File: config.mk
export PLATFORM = sky130hd
export DESIGN_NAME = exc_commit_ctrl
export DESIGN_NICKNAME = d
export VERILOG_FILES = /design/src/rtl/exc_commit_ctrl.sv
export SDC_FILE = /design/constraint.sdc
export NUM_CORES = 1
export LEC_CHECK = 0
export BUFFER_PORTS_ARGS = -buffer_cell sky130_fd_sc_hd__buf_2
export CORE_ASPECT_RATIO = 1.4
export CORE_UTILIZATION = 40
export CTS_CLUSTER_DIAMETER = 60
export DETAILED_ROUTE_END_ITERATION = 7
export GPL_TIMING_DRIVEN = 1
export PLACE_DENSITY = 0.72
export SYNTH_ARGS = -nofsm -noshare
export SYNTH_HDL_FRONTEND = slang
export SYNTH_SLANG_ARGS = --single-unit
export TNS_END_PERCENT = 100
File: constraint.sdc
create_clock -name clk -period 3.7 [get_ports clk]
set_clock_uncertainty 0.1 [all_clocks]
set_input_delay 0.37 -clock clk [delete_from_list [all_inputs] [get_ports clk]]
set_output_delay 0.37 -clock clk [all_outputs]
set_load 0.01 [all_outputs]
File: src/rtl/exc_commit_ctrl.sv
// exc_commit_ctrl: exception / eret commit sequencer.
//   Accepts a prioritised M-stage exception (excepttypeM/newpcM), latches the
//   faulting context, pulses the CP0 update strobes once, holds the pipeline
//   flush, waits for any outstanding I-side AXI fetch to drain, and then offers
//   the redirect PC to fetch over a valid/ready handshake.
// Ports:
//   clk, resetn                    clock, async active-low reset
//   excepttypeM/newpcM/pcM         exception type, target PC, M-stage PC
//   is_in_delayslotM/bad_addrM     delay-slot flag, faulting address
//   stallM                         M frozen; exception not accepted
//   inst_busy                      I-side fetch outstanding
//   fetch_ready                    fetch accepts the redirect
//   flush                          flush F..W
//   pc_redirect_valid/pc_redirect  redirect handshake to fetch
//   cp0_*                          CP0 strobes and data (data held from latches)
//   busy                           not IDLE
//   except_cnt                     saturating count of exceptions (eret excluded)
module exc_commit_ctrl #(
  parameter int          CNT_W     = 16,
  parameter logic [31:0] DS_OFFSET = 32'd4
) (
  input  logic             clk,
  input  logic             resetn,
  input  logic [31:0]      excepttypeM,
  input  logic [31:0]      newpcM,
  input  logic [31:0]      pcM,
  input  logic             is_in_delayslotM,
  input  logic [31:0]      bad_addrM,
  input  logic             stallM,
  input  logic             inst_busy,
  input  logic             fetch_ready,
  output logic             flush,
  output logic             pc_redirect_valid,
  output logic [31:0]      pc_redirect,
  output logic             cp0_exc_we,
  output logic [4:0]       cp0_exc_code,
  output logic [31:0]      cp0_epc,
  output logic             cp0_bd,
  output logic             cp0_badvaddr_we,
  output logic [31:0]      cp0_badvaddr,
  output logic             cp0_eret_we,
  output logic             busy,
  output logic [CNT_W-1:0] except_cnt
);

  typedef enum logic [1:0] {IDLE, COMMIT, WAIT_FETCH, REDIRECT} state_e;

  localparam logic [4:0] T_INT  = 5'h01;
  localparam logic [4:0] T_ADEL = 5'h04;
  localparam logic [4:0] T_ADES = 5'h05;
  localparam logic [4:0] T_ERET = 5'h0e;

  state_e             state_q, state_d;
  logic [4:0]         type_q;
  logic [4:0]         code_q;
  logic [31:0]        newpc_q, epc_q, badaddr_q;
  logic               bd_q, flush_q;
  logic [CNT_W-1:0]   cnt_q;

  // Only the listed encodings are real exceptions; anything else is ignored.
  logic type_ok;
  always_comb begin
    type_ok = 1'b0;
    case (excepttypeM)
      32'h01, 32'h04, 32'h05, 32'h08, 32'h09,
      32'h0a, 32'h0c, 32'h0e: type_ok = 1'b1;
      default:                type_ok = 1'b0;
    endcase
  end

  logic accept;
  assign accept = (state_q == IDLE) && !stallM && type_ok;

  logic is_eret_q, is_addr_q;
  assign is_eret_q = (type_q == T_ERET);
  assign is_addr_q = (type_q == T_ADEL) || (type_q == T_ADES);

  // State register
  always_ff @(posedge clk or negedge resetn) begin
    if (!resetn) state_q <= IDLE;
    else         state_q <= state_d;
  end

  // Next-state logic
  always_comb begin
    state_d = state_q;
    case (state_q)
      IDLE:       if (accept)      state_d = COMMIT;
      COMMIT:     state_d = inst_busy ? WAIT_FETCH : REDIRECT;
      WAIT_FETCH: if (!inst_busy)  state_d = REDIRECT;
      REDIRECT:   if (fetch_ready) state_d = IDLE;
      default:    state_d = IDLE;
    endcase
  end

  // Output logic: strobes decode the current state, data comes from latches.
  always_comb begin
    flush             = flush_q;
    pc_redirect_valid = (state_q == REDIRECT);
    pc_redirect       = newpc_q;
    cp0_exc_we        = (state_q == COMMIT) && !is_eret_q;
    cp0_badvaddr_we   = (state_q == COMMIT) && is_addr_q;
    cp0_eret_we       = (state_q == COMMIT) && is_eret_q;
    cp0_exc_code      = code_q;
    cp0_epc           = epc_q;
    cp0_bd            = bd_q;
    cp0_badvaddr      = badaddr_q;
    busy              = (state_q != IDLE);
    except_cnt        = cnt_q;
  end

  // Context latches. EPC/BD/code are only rewritten by a real exception and
  // BadVAddr only by an address error, so each holds its last written value.
  always_ff @(posedge clk or negedge resetn) begin
    if (!resetn) begin
      type_q    <= '0;
      code_q    <= '0;
      newpc_q   <= '0;
      epc_q     <= '0;
      bd_q      <= 1'b0;
      badaddr_q <= '0;
      flush_q   <= 1'b0;
      cnt_q     <= '0;
    end else begin
      flush_q <= (state_d != IDLE);
      if (accept) begin
        type_q  <= excepttypeM[4:0];
        newpc_q <= newpcM;
        if (excepttypeM[4:0] != T_ERET) begin
          code_q <= (excepttypeM[4:0] == T_INT) ? 5'd0 : excepttypeM[4:0];
          epc_q  <= is_in_delayslotM ? (pcM - DS_OFFSET) : pcM;
          bd_q   <= is_in_delayslotM;
        end
        if (excepttypeM[4:0] == T_ADEL || excepttypeM[4:0] == T_ADES)
          badaddr_q <= bad_addrM;
      end
      if (state_q == COMMIT && !is_eret_q && cnt_q != {CNT_W{1'b1}})
        cnt_q <= cnt_q + 1'b1;
    end
  end

endmodule

==> flow_summary_export.csv, run 1 <==
group,metric,value,unit
outcome,status,"finished with violations",
outcome,violations,"negative hold slack",
worst_setup_path,ff2ff_path_depth,6,
logic_synthesis,netlist_top_cells_count,"dfrtp_1 (126), mux2_2 (70), mux2_4 (30), nand2_1 (30), nor4_1 (25)",
sta,final_hold_viol_count,16,
sta,slew_violations,0,
worst_setup_path,cp.arrival,3.03,ns
clock_tree,h-tree-depth,4,
placement,dpl_cell_area,7220,µm²
logic_synthesis,synth_mux_area_share,21.9,%
logic_synthesis,synth-compound-area-share,1.63,%
logic_synthesis,synth_edf_count,0,
drt,wire_per_inst,16.0,µm
clock_tree,clock_insertion_delay_worst_skew,0.40,ns
logic_synthesis,synth-seq-cells,126,
drt,routed-via-count,4518,
logic_synthesis,synth_nets,568,
drt,dr.first_iter.drc_count,93,
clock_tree,cts_resized,0,
placement,dp_hpwl,10900,µm
drt,wl_met1,5490,µm
worst_setup_path,cp-start-kind,"flip-flop",
die,start_util,41.2,%
clock_tree,cts_sinks,126,
logic_synthesis,synth_top_area_share,54.7,%
cells_and_area,final.fill_count,1176,
drt,first_pass_iters,6,
grt,grt_pass1_wl,21800,µm
sta,rsz0062_at_grt,"no",
drt,drt_wl_total,14400,µm
worst_setup_path,critPathRequiredTime,3.88,ns
worst_setup_path,r2r-start,"state_q[1]",
logic_synthesis,synth_top_family_by_area,"multiplexers",
grt,antenna_found_initial,0,
worst_setup_path,crit_chain,"nor4_1, nand4_1, or4_2, nor2_8, buf_4, mux2_4",
logic_synthesis,synthAdderAreaFrac,0.434,%
drt,drt-vias-per-instance,5.02,
die,die_area,14900,µm²
worst_setup_path,crit_start,"state_q[1]",
logic_synthesis,ys_seq_area_share,54.7,%
worst_setup_path,worstReg2RegEnd,"cp0_badvaddr[18]",
drt,wl_met3,1170,µm
placement,routabilityCongestion,0.761,
cells_and_area,area_growth,37.1,%
sta,setup_violations,0,
logic_synthesis,syn_inst,432,
worst_setup_path,crit_fanout,19,
die,fp.coreArea,14000,µm²
clock_tree,cts_hold_buf,0,
clock_tree,cts_root_buf,"clkbuf_16",
sta,period_needed,2.84,ns
drt,met2_length,7530,µm
worst_setup_path,cp-endpoint,"cp0_badvaddr[18]",
die,die_x,103,µm
logic_synthesis,synth-main-ff-cell,"dfrtp_1",
logic_synthesis,synth.most_common_cell,"dfrtp_1",
logic_synthesis,synth_xor_area_share,6.39,%
grt,grt_max_degree,73,
cells_and_area,drive_gt1_share,56.1,%
clock_tree,cts_tree,"done",
logic_synthesis,async_reset_ff_share,100,%
logic_synthesis,synth-simple-area-share,12.3,%
clock_tree,cts_buffers,17,
sta,slew_headroom,38.8,%
power,leakagePower,4.39,nW
sta,tns,0,ns
logic_synthesis,postSynthAreaPerCell,13.3,µm²
worst_setup_path,reg2reg_setup_slack,0.86,ns
hold_path,hold_path_class,"in2async",
worst_setup_path,slowest_delay,0.76,ns
die,fp-row-count,51,
grt,first_global_vias,4755,
sta,holdWs,-0.0290,ns
power,power_density,447,nW/µm²
sta,fmax,352,MHz
sta,period_share,76.8,%
logic_synthesis,yosys_warnings,0,
grt,grt_usage,19.3,%
drt,drc_errors,0,
placement,port-buffer-count,257,
logic_synthesis,syn_area,5760,µm²
die,ios,258,
cells_and_area,fin_nets,838,
logic_synthesis,synth_cell_types,42,
worst_setup_path,critPathKind,"reg2reg",
cells_and_area,design_area,7900,µm²
clock_tree,cts_setup_buffers,0,
job,cap_viol_max_count,0,
logic_synthesis,yosys-top-cells-area,"dfrtp_1 (55%), mux2_2 (14%), mux2_4 (7.8%)",
placement,dpl_worst_slack,0.740,ns
sta,tightest_slew,0.918,ns
grt,grt_overflow,0,
worst_setup_path,crit_slowest_cell,"or4_2",
clock_tree,clk_pin_slew,0.06,ns
worst_setup_path,crit_path_end_kind,"flip-flop",
logic_synthesis,synth_area_leader_cell,"dfrtp_1",
clock_tree,cts.path.max_buffers,2,
drt,ant_nets,0,
cells_and_area,multi_input_area,2460,µm²
die,die_y,144,µm
drt,top_layer_used,"met4",
cells_and_area,num_antenna_cells,0,
cells_and_area,register_area,3150,µm²
power,ir_worst_vdd,0.000291,V
sta,finalWorstSetupSlack,0.858,ns
## routing by layer
| layer | vias up | GRT usage, % |
|---|---|---|
| met5 | - | 0 |
| met4 | 0 | 6.30 |
| met3 | 15 | 6.81 |
| met2 | 212 | 35.1 |
| met1 | 2186 | 20.3 |
| li1 | 2105 | - |
## worst min path at each step
stage | startpoint | endpoint | slack [ns] | cells after the start
5_1_grt | resetn | pc_redirect[21] | 0.05 | 1
3_3_place_gp | type_q[4] | type_q[4] | 0.36 | 1
3_5_place_dp | type_q[4] | type_q[4] | 0.36 | 1
6_report | resetn | pc_redirect[25] | -0.03 | 1
4_1_cts | resetn | pc_redirect[25] | 0.01 | 1
2_1_floorplan | resetn | cp0_badvaddr[0] | -0.03 | 0
## power by group
part           leakage, nW  internal [W]  switching (W)
sequential            1.76       0.00138     0.00000747
clock                0.332       0.00128       0.000650
combinational         2.30     0.0000908       0.000118
total                 4.39       0.00276       0.000775
## per-stage QoR
step | util [%] | total power (W) | std cells
after floorplan | - | 0.00148 | 432
after global placement | 51.6 | 0.00162 | 868
after detailed placement | 51.6 | 0.00163 | 868
after CTS | 56.5 | 0.00358 | 900
after global routing | 56.5 | 0.00365 | 900
final | 56.5 | 0.00353 | 900
## logic make-up (layout without fill, tap and decap cells)
family                     Yosys count  after routing
muxes                              102            102
AOI/OAI and AO/OA                   12             12
and+or+nand+nor                    129            129
xor gates and xnor gates            42             42
adders and majority gates            2              2
DFF                                126            126
buffers and inverters               19            302
## placed cells by master (no fill, tap or decap), drive strengths merged, types with 4 or more instances in the layout
cell and count:
inv 12, bufinv 6, nor3 18, nor4 26, buf 263, nand2 30
xor2 23, nand3 13, xnor2 19, dfrtp 126, nor2b 4, clkbuf 18
nand4 9, mux2 100, nand2b 4, nor2 11
## state kept, by name, summed over array words and instances (netlist names)
name / count
cp0_epc: 32
pc_redirect: 32
flush: 1
cp0_exc_code: 5
except_cnt: 16
state_q: 2
type_q: 5
cp0_bd: 1
cp0_badvaddr: 32
## critical path: cells and delay by family, from the launching register on
kind	cells	cell delay [ns]
buf+inv	1	0.29
flops	1	0.45
mux	1	0.32
simple gates	4	1.56
## final cells by class
| cell class | instances | area share [%] |
|---|---|---|
| tap | 185 | 2.93 |
| clock buffer | 18 | 5.43 |
| clock inverter | 14 | 3.20 |
| multi-input combinational | 287 | 31.1 |
| sequential | 126 | 39.9 |
| timing repair buffer | 263 | 17.0 |
| inverter | 7 | 0.333 |
No activity file was read; power rests on OpenSTA's default activity.
==> inputs of run 2 (changes only) <==
- clock period: 3.7 -> 2.8 ns (I/O delays scaled with it)
==> flow_summary_export.csv, run 2 (synthesis results as in run 1) <==
group,metric,value,unit
sta,rsz0062_at_grt,"no",
sta,holdWs,0.0183,ns
drt,drt_wl_total,16100,µm
drt,ant_nets,0,
drt,routed-via-count,4815,
sta,fmax,386,MHz
worst_setup_path,ff2ff_path_depth,6,
worst_setup_path,crit_slowest_cell,"or4_2",
worst_setup_path,reg2reg_setup_slack,0.21,ns
die,die_area,14900,µm²
worst_setup_path,crit_chain,"nor4_1, nand4_1, or4_2, nor2_8, buf_12, mux2_2",
grt,grt_pass1_wl,23600,µm
die,start_util,41.2,%
hold_path,whs_path_depth,2,
power,power_density,532,nW/µm²
cells_and_area,final_common_cell,"buf_2",
clock_tree,clk_pin_slew,0.06,ns
cells_and_area,register_area,3150,µm²
grt,grt_max_degree,61,
sta,period_share,92.6,%
placement,dp_hpwl,11200,µm
cells_and_area,drive_gt1_share,51.8,%
clock_tree,cts_root_buf,"clkbuf_16",
worst_setup_path,worstReg2RegEnd,"cp0_badvaddr[31]",
clock_tree,cts_resized,0,
worst_setup_path,path_buf_inv,1,
sta,period_needed,2.59,ns
grt,grt_overflow,0,
sta,slew_violations,0,
clock_tree,cts_sinks,126,
clock_tree,cts_buffers,17,
power,ir_worst_vdd,0.000384,V
worst_setup_path,crit_path_end_kind,"flip-flop",
power,leakagePower,4.66,nW
cells_and_area,post-route-util,61.2,%
sta,tightest_slew,0.768,ns
cells_and_area,final_cell_mix,"buf_2 (256), dfrtp_1 (126), mux2_2 (70)",
cells_and_area,multi_input_area,2460,µm²
clock_tree,clock_insertion_delay_worst_skew,0.41,ns
sta,setup_violations,0,
placement,port-buffer-count,257,
drt,wire_per_inst,16.6,µm
outcome,status,"complete, no violations",
clock_tree,h-tree-depth,4,
grt,antenna_found_initial,0,
hold_path,holdCritStartpoint,"bad_addrM[31]",
cells_and_area,fin_nets,908,
worst_setup_path,cp-start-kind,"flip-flop",
worst_setup_path,cp.arrival,2.79,ns
grt,grt_usage,21.5,%
die,fp.coreArea,14000,µm²
drt,first_pass_iters,4,
sta,final_hold_viol_count,0,
worst_setup_path,critPathRequiredTime,3.00,ns
die,ios,258,
worst_setup_path,cp_top_family,"simple AND/OR/NAND/NOR gates",
worst_setup_path,r2r-start,"state_q[1]",
cells_and_area,final.fill_count,1069,
grt,first_global_vias,5053,
sta,slew_headroom,48.5,%
cells_and_area,area_growth,48.6,%
worst_setup_path,slowest_delay,0.75,ns
worst_setup_path,crit_fanout,21,
die,fp-row-count,51,
drt,drc_errors,0,
drt,drt-vias-per-instance,4.96,
die,die_y,144,µm
clock_tree,cts_tree,"done",
placement,routabilityCongestion,0.779,
cells_and_area,num_antenna_cells,0,
sta,tns,0,ns
drt,dr.first_iter.drc_count,82,
worst_setup_path,critPathKind,"reg2reg",
hold_path,hold-path-endpoint,"cp0_badvaddr[31]",
clock_tree,cts.path.max_buffers,2,
job,cap_viol_max_count,0,
die,die_x,103,µm
hold_path,hold_path_class,"in2reg",
[run 2: cell types whose count changed in the layout (fill, tap and decap cells not counted)]
cell | previous run | this run
dlygate4sd3_1 | 0 | 64
inv_6 | 4 | 1
clkbuf_8 | 0 | 1
buf_4 | 6 | 10
clkinvlp_4 | 0 | 2
clkinv_2 | 0 | 2
clkinv_4 | 3 | 4
inv_8 | 1 | 0
buf_12 | 1 | 3
bufinv_16 | 6 | 4
[run 2: cell type report]
| cell class | count | area share, % |
|---|---|---|
| Sequential cell | 126 | 36.8 |
| Clock inverter | 13 | 2.21 |
| Tap cell | 185 | 2.70 |
| Multi-Input combinational cell | 287 | 28.7 |
| Timing Repair Buffer | 333 | 24.0 |
| Inverter | 7 | 0.307 |
| Clock buffer | 19 | 5.18 |
[run 2: worst register-to-register path, cell delays in order (launching register included)]
cell and delay (ns):
dfrtp_1 0.43, nor4_1 0.24, nand4_1 0.13, or4_2 0.75
nor2_8 0.23, buf_12 0.23, mux2_2 0.36
[run 2: how the worst max path moves through the flow]
| stage | startpoint | to | slack (ns) | cells after the start |
|---|---|---|---|---|
| 2_1_floorplan | state_q[1] | cp0_badvaddr[10] | 0.58 | 7 |
| 3_5_place_dp | excepttypeM[26] | cp0_badvaddr[31] | 0.14 | 7 |
| 6_report | state_q[1] | cp0_badvaddr[31] | 0.21 | 6 |
| 5_1_grt | state_q[1] | cp0_badvaddr[31] | 0.13 | 6 |
| 3_3_place_gp | excepttypeM[26] | cp0_badvaddr[0] | 0.18 | 7 |
| 4_1_cts | state_q[1] | cp0_badvaddr[31] | 0.21 | 6 |
[run 2: routing by layer]
layer  share of wire (%)  track usage (%)  vias to the layer above
li1                    -                -                     2239
met1                  36             22.1                     2340
met2                  53             38.4                      208
met3                 8.1             8.07                       28
met4                 2.1             8.82                        0
met5                   0                0                        -
[run 2: metrics by stage]
step                worst slack (ns)  std cells  total power, W  instance area (µm²)
floorplan                      0.578        432         0.00195                 5760
finish                         0.209        970         0.00455                 8560
detailed placement             0.142        874         0.00217                 7290
global route                   0.130        970         0.00471                 8560
CTS                            0.205        968         0.00460                 8540
global placement               0.180        874         0.00216                 7290
[run 2: where the power goes]
group	leakage, nW	internal [W]	switching (W)	total [W]
Sequential	1.76	0.00183	0.00000481	0.00183
Clock	0.304	0.00152	0.000829	0.00235
Combinational	2.60	0.000187	0.000184	0.000371
Total	4.66	0.00353	0.00102	0.00455
[run 2: what timing repair did]
item                       in CTS  in global routing
hold buffers                   62                  2
setup buffers                   0                  0
hold endpoints to repair      100                  2
setup endpoints to repair       0                  0
